--- src/rtl/sccb_responder.sv ---
`default_nettype none
// ============================================================================
//  Module   : sccb_responder
//  Purpose  : SCCB (I2C-like) camera register responder. Oversamples the
//             sioc/siod lines on camera_clk, decodes 3-phase writes
//             (ID, sub-address, data) and 2-phase write + read sequences.
//             siod is open-drain: siod_oe=1 pulls the line low.
//  Ports    : camera_clk, rst  - clock, synchronous active-high reset
//             sioc, siod_in    - asynchronous SCCB lines from the bus
//             siod_oe          - open-drain pull-down enable
//             wr_valid/addr/data - completed register write
//             rd_addr/rd_data  - sub-address pointer and host read data
//             busy             - START seen, STOP not yet seen
//  Config   : define SCCB_ACK_DRIVE_EN to pull siod low during the ninth
//             (don't-care/ACK) bit of ID (on match), SUB and DATA bytes.
//  Revision : 1.0 - initial release
// ============================================================================
module sccb_responder #(
    parameter logic [7:0] DEVICE_ADDR = 8'h60
) (
    input  logic       camera_clk,
    input  logic       rst,
    input  logic       sioc,
    input  logic       siod_in,
    output logic       siod_oe,
    output logic       wr_valid,
    output logic [7:0] wr_addr,
    output logic [7:0] wr_data,
    output logic [7:0] rd_addr,
    input  logic [7:0] rd_data,
    output logic       busy
);

`ifdef SCCB_ACK_DRIVE_EN
    localparam logic c_ACK_DRIVE = 1'b1;
`else
    localparam logic c_ACK_DRIVE = 1'b0;
`endif

    typedef enum logic [3:0] {
        S_IDLE    = 4'd0,
        S_ID      = 4'd1,
        S_ID_X    = 4'd2,
        S_SUB     = 4'd3,
        S_SUB_X   = 4'd4,
        S_DATA    = 4'd5,
        S_DATA_X  = 4'd6,
        S_RDATA   = 4'd7,
        S_RDATA_X = 4'd8,
        S_IGNORE  = 4'd9
    } state_t;

    // ---------------- synchronizers + edge detector ----------------
    logic [1:0] sioc_sync_q;
    logic [1:0] siod_sync_q;
    logic       sioc_prev_q;
    logic       siod_prev_q;

    always_ff @(posedge camera_clk) begin
        if (rst) begin
            sioc_sync_q <= 2'b11;
            siod_sync_q <= 2'b11;
            sioc_prev_q <= 1'b1;
            siod_prev_q <= 1'b1;
        end else begin
            sioc_sync_q <= {sioc_sync_q[0], sioc};
            siod_sync_q <= {siod_sync_q[0], siod_in};
            sioc_prev_q <= sioc_sync_q[1];
            siod_prev_q <= siod_sync_q[1];
        end
    end

    logic w_sioc;
    logic w_siod;
    logic w_start;
    logic w_stop;
    logic w_rise;
    logic w_fall;

    assign w_sioc  = sioc_sync_q[1];
    assign w_siod  = siod_sync_q[1];
    assign w_start = w_sioc & siod_prev_q & ~w_siod;
    assign w_stop  = w_sioc & ~siod_prev_q & w_siod;
    assign w_rise  = w_sioc & ~sioc_prev_q;
    assign w_fall  = ~w_sioc & sioc_prev_q;

    // ---------------- protocol FSM ----------------
    state_t     state_q;
    logic [2:0] bit_cnt_q;
    logic [6:0] shift_q;
    logic       rw_q;
    logic       xbit_seen_q;   // sioc rise of the ninth bit already seen
    logic       siod_oe_q;
    logic       wr_valid_q;
    logic [7:0] wr_addr_q;
    logic [7:0] wr_data_q;
    logic [7:0] rd_addr_q;
    logic       busy_q;

    logic [7:0] w_byte;
    logic       w_last;

    assign w_byte = {shift_q, w_siod};
    assign w_last = (bit_cnt_q == 3'd7);

    always_ff @(posedge camera_clk) begin
        if (rst) begin
            state_q     <= S_IDLE;
            bit_cnt_q   <= 3'd0;
            shift_q     <= 7'd0;
            rw_q        <= 1'b0;
            xbit_seen_q <= 1'b0;
            siod_oe_q   <= 1'b0;
            wr_valid_q  <= 1'b0;
            wr_addr_q   <= 8'd0;
            wr_data_q   <= 8'd0;
            rd_addr_q   <= 8'd0;
            busy_q      <= 1'b0;
        end else begin
            wr_valid_q <= 1'b0;
            if (w_start) begin
                // Also covers repeated START in the middle of a transfer.
                state_q   <= S_ID;
                bit_cnt_q <= 3'd0;
                siod_oe_q <= 1'b0;
                busy_q    <= 1'b1;
            end else if (w_stop) begin
                state_q   <= S_IDLE;
                bit_cnt_q <= 3'd0;
                siod_oe_q <= 1'b0;
                busy_q    <= 1'b0;
            end else if (w_rise) begin
                case (state_q)
                    S_ID, S_SUB, S_DATA: begin
                        shift_q   <= w_byte[6:0];
                        bit_cnt_q <= bit_cnt_q + 3'd1;
                        if (w_last) begin
                            xbit_seen_q <= 1'b0;
                            case (state_q)
                                S_ID: begin
                                    if (w_byte[7:1] != DEVICE_ADDR[7:1]) begin
                                        state_q <= S_IGNORE;
                                    end else begin
                                        state_q <= S_ID_X;
                                        rw_q    <= w_byte[0];
                                    end
                                end
                                S_SUB: begin
                                    rd_addr_q <= w_byte;
                                    state_q   <= S_SUB_X;
                                end
                                default: begin
                                    wr_addr_q  <= rd_addr_q;
                                    wr_data_q  <= w_byte;
                                    wr_valid_q <= 1'b1;
                                    state_q    <= S_DATA_X;
                                end
                            endcase
                        end
                    end
                    S_RDATA: begin
                        bit_cnt_q <= bit_cnt_q + 3'd1;
                        if (w_last) begin
                            xbit_seen_q <= 1'b0;
                            state_q     <= S_RDATA_X;
                        end
                    end
                    S_ID_X, S_SUB_X, S_DATA_X, S_RDATA_X: begin
                        xbit_seen_q <= 1'b1;
                    end
                    default: ;
                endcase
            end else if (w_fall) begin
                // The first fall in an X state opens the ninth bit; the
                // second (after its rise) closes it and leaves the state.
                case (state_q)
                    S_ID_X: begin
                        if (!xbit_seen_q) begin
                            siod_oe_q <= c_ACK_DRIVE;
                        end else if (rw_q) begin
                            state_q   <= S_RDATA;
                            bit_cnt_q <= 3'd0;
                            siod_oe_q <= ~rd_data[7];
                        end else begin
                            state_q   <= S_SUB;
                            bit_cnt_q <= 3'd0;
                            siod_oe_q <= 1'b0;
                        end
                    end
                    S_SUB_X: begin
                        if (!xbit_seen_q) begin
                            siod_oe_q <= c_ACK_DRIVE;
                        end else begin
                            state_q   <= S_DATA;
                            bit_cnt_q <= 3'd0;
                            siod_oe_q <= 1'b0;
                        end
                    end
                    S_DATA_X: begin
                        if (!xbit_seen_q) begin
                            siod_oe_q <= c_ACK_DRIVE;
                        end else begin
                            state_q   <= S_IGNORE;
                            siod_oe_q <= 1'b0;
                        end
                    end
                    S_RDATA_X: begin
                        // Master's NA bit is not examined.
                        siod_oe_q <= 1'b0;
                        if (xbit_seen_q) begin
                            state_q <= S_IGNORE;
                        end
                    end
                    S_RDATA: begin
                        // 7-n for a 3-bit n is its bitwise inverse.
                        siod_oe_q <= ~rd_data[~bit_cnt_q];
                    end
                    default: begin
                        siod_oe_q <= 1'b0;
                    end
                endcase
            end
        end
    end

    assign siod_oe  = siod_oe_q;
    assign wr_valid = wr_valid_q;
    assign wr_addr  = wr_addr_q;
    assign wr_data  = wr_data_q;
    assign rd_addr  = rd_addr_q;
    assign busy     = busy_q;

endmodule
`default_nettype wire
--- config.mk ---
export PLATFORM = sky130hd
export DESIGN_NAME = sccb_responder
export DESIGN_NICKNAME = d
export VERILOG_FILES = /design/src/rtl/sccb_responder.sv
export SDC_FILE = /design/constraint.sdc
export NUM_CORES = 1
export LEC_CHECK = 0
export CAP_MARGIN = 10
export CORE_AREA = 3 3 83 124
export CTS_CLUSTER_DIAMETER = 30
export DETAILED_ROUTE_END_ITERATION = 12
export DIE_AREA = 0 0 86 127
export GPL_TIMING_DRIVEN = 0
export SYNTH_ARGS = -nofsm -noshare
export SYNTH_HDL_FRONTEND = slang
export SYNTH_SLANG_ARGS = --single-unit
--- constraint.sdc ---
create_clock -name camera_clk -period 6.3 [get_ports camera_clk]
set_clock_uncertainty 0.1 [all_clocks]
set_input_delay 0.945 -clock camera_clk [delete_from_list [all_inputs] [get_ports camera_clk]]
set_output_delay 0.945 -clock camera_clk [all_outputs]
set_load 0.02 [all_outputs]
; After elaboration in Yosys (flattened, before gate mapping)
; Cells that the tools add are included.
[classes]
n_reduce_logical = 25
n_mux = 29
add_sub_neg = 1
n_lt_le_gt_ge = 1
bitwise = 20
n_eq_ne = 24
[ops]
columns = cell, count
row1 = 2-to-1 mux 4 bit, 8
row2 = != test 5 bit (second input constant), 4
row3 = 2-to-1 mux 3 bit, 6
row4 = == test 4 x 3 -> 1 bit (second input constant), 4
row5 = case mux 4 bit (2 select lines), 2
row6 = AND reduction 8 bit, 2
row7 = inverter 1 bit, 13
row8 = != test 3 bit (second input constant), 4
row9 = case mux 4 bit (3 select lines), 1
row10 = AND reduction 6 bit, 2
row11 = nonzero test 2 bit, 5
row12 = 2-to-1 mux 1 bit, 9
row13 = == test 4 x 2 -> 1 bit (second input constant), 2
row14 = AND reduction 4 bit, 2
row15 = nonzero test 4 bit, 2
row16 = OR reduction 4 bit, 2
row17 = != test 7 x 6 -> 1 bit (second input constant), 1
row18 = AND reduction 7 bit, 1
row19 = AND 1 bit, 6
row20 = != test 3 x 1 -> 1 bit (second input constant), 2
row21 = nonzero test 6 bit, 1
row22 = OR reduction 2 bit, 3
row23 = OR reduction 3 bit, 2
row24 = OR reduction 6 bit, 1
row25 = 14 further kinds, 15
[totals]
regBits = 49
output_inout_bits = 27
input_bits = 12

; Longest topological paths before layout
[depth]
ltp_word = 8
ltp_mapped = 7
mapped_depth_nobuf = 6

; Worst setup path after synthesis
; Ideal clock, no wire load.
[synth_path]
kind = flip-flop to flip-flop
from = reg sioc_sync_q[1]
to = reg state_q[2]
path_buffers = 1
setup_time_ns = 0.070
t_required_ns = 6.130
slack_ns = 4.050
period_less_slack_ns = 2.250
arrival_ns = 2.080
stages_incl_launch_ff = 8
path_cell_list = dfxtp_1 -> clkbuf_1 -> inv_1 -> ha_1 -> nor4b_1 -> nand3_1 -> a211o_1 -> a21oi_1
[synth_between]
elab_chain_len = 4
[synth_rtl]
columns = item, line
row1 = from (decl), 54  ; logic [1:0] sioc_sync_q;
row2 = from (signal assigned), 66  ; sioc_sync_q <= {sioc_sync_q[0], sioc};
row3 = inverter 1 bit, 85  ; assign w_fall = ~w_sioc & sioc_prev_q;
row4 = AND 1 bit, 85
row5 = nonzero test 2 bit (no source line), -
row6 = AND reduction 8 bit (no source line), -
row7 = to (signal assigned), 108  ; state_q <= S_IDLE;
row8 = to (signal assigned), 123  ; state_q <= S_ID;
row9 = to (signal assigned), 128  ; state_q <= S_IDLE;
row10 = to (decl), 88  ; state_t state_q;
; Parallel ways exist; a longest one is shown, timed or not.
; A chain may end at the register's enable or synchronous reset.

; Worst setup path in the final report
; Ends and elaborated chain as after synthesis.

==> metrics list <==
- The setup path with the least slack is of type reg2reg.
- The library cell used most frequently in the layout, excluding fill and tap cells, is dfxtp_1.
* Post-route minimum period: 2.62 ns
* Prevailing post-synth register cell: dfxtp_1
- In this run, synthesis inferred 0 flip-flops with an integrated enable.
* Fraction of synthesis flops using an asynchronous set or reset pin: 0%
- At the pin with the least slew margin, the transition time is 0.818 ns.
* Signed area change from the synthesized netlist to the final layout: 29.6%
- Detailed-route DRC error count: 0
* Core Rows: 43
* Final wirelength: 5.94 mm
- CTS tree: yes
- Drt wl/cell: 14.6 um
- Number of buffers created by CTS: 5
- In this run the worst setup path begins at sioc_sync_q[1]$_SDFF_PP1_.
- The number of global-route vias before repair came to 2118.
- The number of different library cells used by synthesis comes to 49.
- Detailed placement ended at an HPWL of 4.32 mm.
- The later pin in the worst-skew pair is clocked with a latency of 0.29 ns.
- Num Clock Sinks: 49
- H-tree depth: 2
* Initial antenna violation count: 0
* Vias per inst: 4.84
- The worst hold path begins at sioc_sync_q[0]$_SDFF_PP1_.
* Global-route usage over all layers: 11.4%
- Number of design-rule violations left by the first detailed-router iteration: 85
* Post-CTS Repair Setup Buffers: 0
- The number of hold buffers added after CTS was 0.
- Most frequent cells in the layout: 49 x dfxtp_1, 37 x clkdlybuf4s50_1, 25 x nand2_1, 22 x o21ai_0, 21 x a21oi_1
- Placer's final routability congestion estimate: 0.843
- Wire length of the first global-routing pass: 10.1 mm
- Nets: 310
* Utilization after layout: 32.1%
- Master cell of the clock root buffer: clkbuf_16
- Fraction of the cycle the final worst path needs: 41.6%
* Number of optimization iterations in the first detailed-route pass: 4
* Via count: 1968
- Worst vdd rail ir drop: 0.162 mV
* Maximum clock path buffer count: 2
- Number of top-level pins: 39
- Kind of start point of the critical path: flop
- The cell area that synthesis handed to floorplanning was 0.00230 mm2.
* Maximum number of pins on one net before global-route repair: 18
- Tightest hold margin: 0.310 ns
* Cells after synthesis: 250
* Quantity of I/O buffers inserted on ports: 37
- Smallest setup slack after layout: 3.68 ns
- The die covers 0.0109 mm2.
* Endpoint type of the worst setup path: flop
- In this run the power density over the cells is 221 mW/mm2.
* Vertical die dimension: 127 um
- Along the worst path, the maximum fanout reaches 7.
- Once the floorplan was initialized, standard cells occupied 24.8% of the core.
- From left edge to right edge, the die measures 86 um.
- Number of inserted diodes: 0
- Setup violations, final: 0
- After synthesis the netlist holds a flip-flop and latch count of 49.
- After synthesis, flip-flops and latches occupy 42.6% of the total area.
- Core ar.: 0.00931 mm2
- Setup repair after global routing missed its margin: false
- Yosys printed 0 warnings.
- For this run, the top clock speed supported by timing is 0.381 GHz.
- Hold WC Path Type: reg2reg
- Congestion Overflow GR: 0
- In the final layout, the share of cells above drive strength 1 is 9.83%.
* Post-detailed-route count of antenna-violating nets: 0
- STA puts the critical path data required time at 6.41 ns.
* CP arrival: 2.74 ns
- Reg clk slew, reported paths: 0.07 ns
- Number of hold violations in the final report: 0
* Headroom to the max-slew limit: 45.4%
* Synth Net Count: 266
- The run finished with clean final reports.
- OpenSTA, run right after detailed placement, puts the worst setup slack at 3.67 ns.
- Summed over all cells, the static leakage comes to 1.05 nW.
- Mean Syn Cell Area: 9.22 um2
- Post-cts sizing count: 0
* Setup tns final: 0 ns
- The worst register-to-register path begins at sioc_sync_q[1]$_SDFF_PP1_.
- The number of slew-limit violations in the final report came to 0.
* Number of violations of the max-capacitance limit: 0
[final timing paths]
check	to	slack, ns	depth (start not counted)
hold / removal	sioc_sync_q[1]$_SDFF_PP1_	0.31	1
setup / recovery	state_q[2]$_SDFFE_PP0P_	3.68	7
setup reg to reg	state_q[2]$_SDFFE_PP0P_	3.68	7
hold reg to reg	sioc_sync_q[1]$_SDFF_PP1_	0.31	1
[report_power, final]
part	total (W)	switching, W	internal [W]
clock	0.000313	0.000123	0.000190
sequential	0.000314	0.00000212	0.000312
combinational	0.0000344	0.0000187	0.0000157
total	0.000662	0.000144	0.000518
[sequential cells by signal, indices dropped and copies added (netlist names)]
name         flops
bit_cnt_q        3
busy             1
rd_addr          8
rw_q             1
shift_q          7
sioc_prev_q      1
sioc_sync_q      2
siod_oe          1
siod_prev_q      1
siod_sync_q      2
state_q          4
wr_addr          8
wr_data          8
wr_valid         1
xbit_seen_q      1
[through the flow]
stage	cell area (um2)	instances	power, W
2_1_floorplan	2300	250	0.000342
3_3_place_gp	2820	399	0.000356
3_5_place_dp	2820	399	0.000356
4_1_cts	2990	407	0.000668
5_1_grt	2990	407	0.000684
6_report	2990	407	0.000662
[worst max-delay path, stage by stage, from the launching register on]
cell and delay, ns:
dfxtp_1 0.33, clkbuf_1 0.34, inv_1 0.15, ha_1 0.38, nor4b_1 0.48, nand3_1 0.30, a211o_1 0.36, a21oi_1 0.12
[synth_stat cells, types with 3 or more instances]
master,instances,area (um2)
nand2b_1,6,37.5
ha_1,4,50.1
buf_2,3,15.0
nand2_1,25,93.8
a211oi_1,3,22.5
nand3_1,3,15.0
nor3_1,3,15.0
mux2i_1,19,190
inv_1,4,15.0
nor4b_1,3,26.3
clkbuf_1,14,52.6
nor2_1,19,71.3
a21oi_1,21,105
dfxtp_1,49,981
xor2_1,3,26.3
or2_2,7,43.8
o21ai_0,22,110
[layout make-up]
type / count / area (um2)
Fill cell: 982 / 6320
Buffer: 18 / 78.8
Multi-Input combinational cell: 179 / 1230
Inverter: 4 / 15.0
Clock inverter: 3 / 47.5
Clock buffer: 5 / 125
Tap cell: 112 / 140
Timing Repair Buffer: 37 / 370
Sequential cell: 49 / 981
[kinds of logic after synthesis]
logic type / Yosys count / synth area share, %
mux: 21 / 10.2
flops: 49 / 42.6
xor+xnor: 5 / 2.71
fa+ha+maj: 4 / 2.17
simple gates: 86 / 20.1
buf+inv: 22 / 4.07
compound gates: 63 / 18.2
[metal layers]
layer  GRT usage [%]  vias up  wire [um]
li1                -      976          -
met1            13.2      945       2490
met2            20.4       41       3110
met3            2.52        6        225
met4            4.19        0        114
met5               0        -          0
No activity file was read; power rests on OpenSTA's default activity.
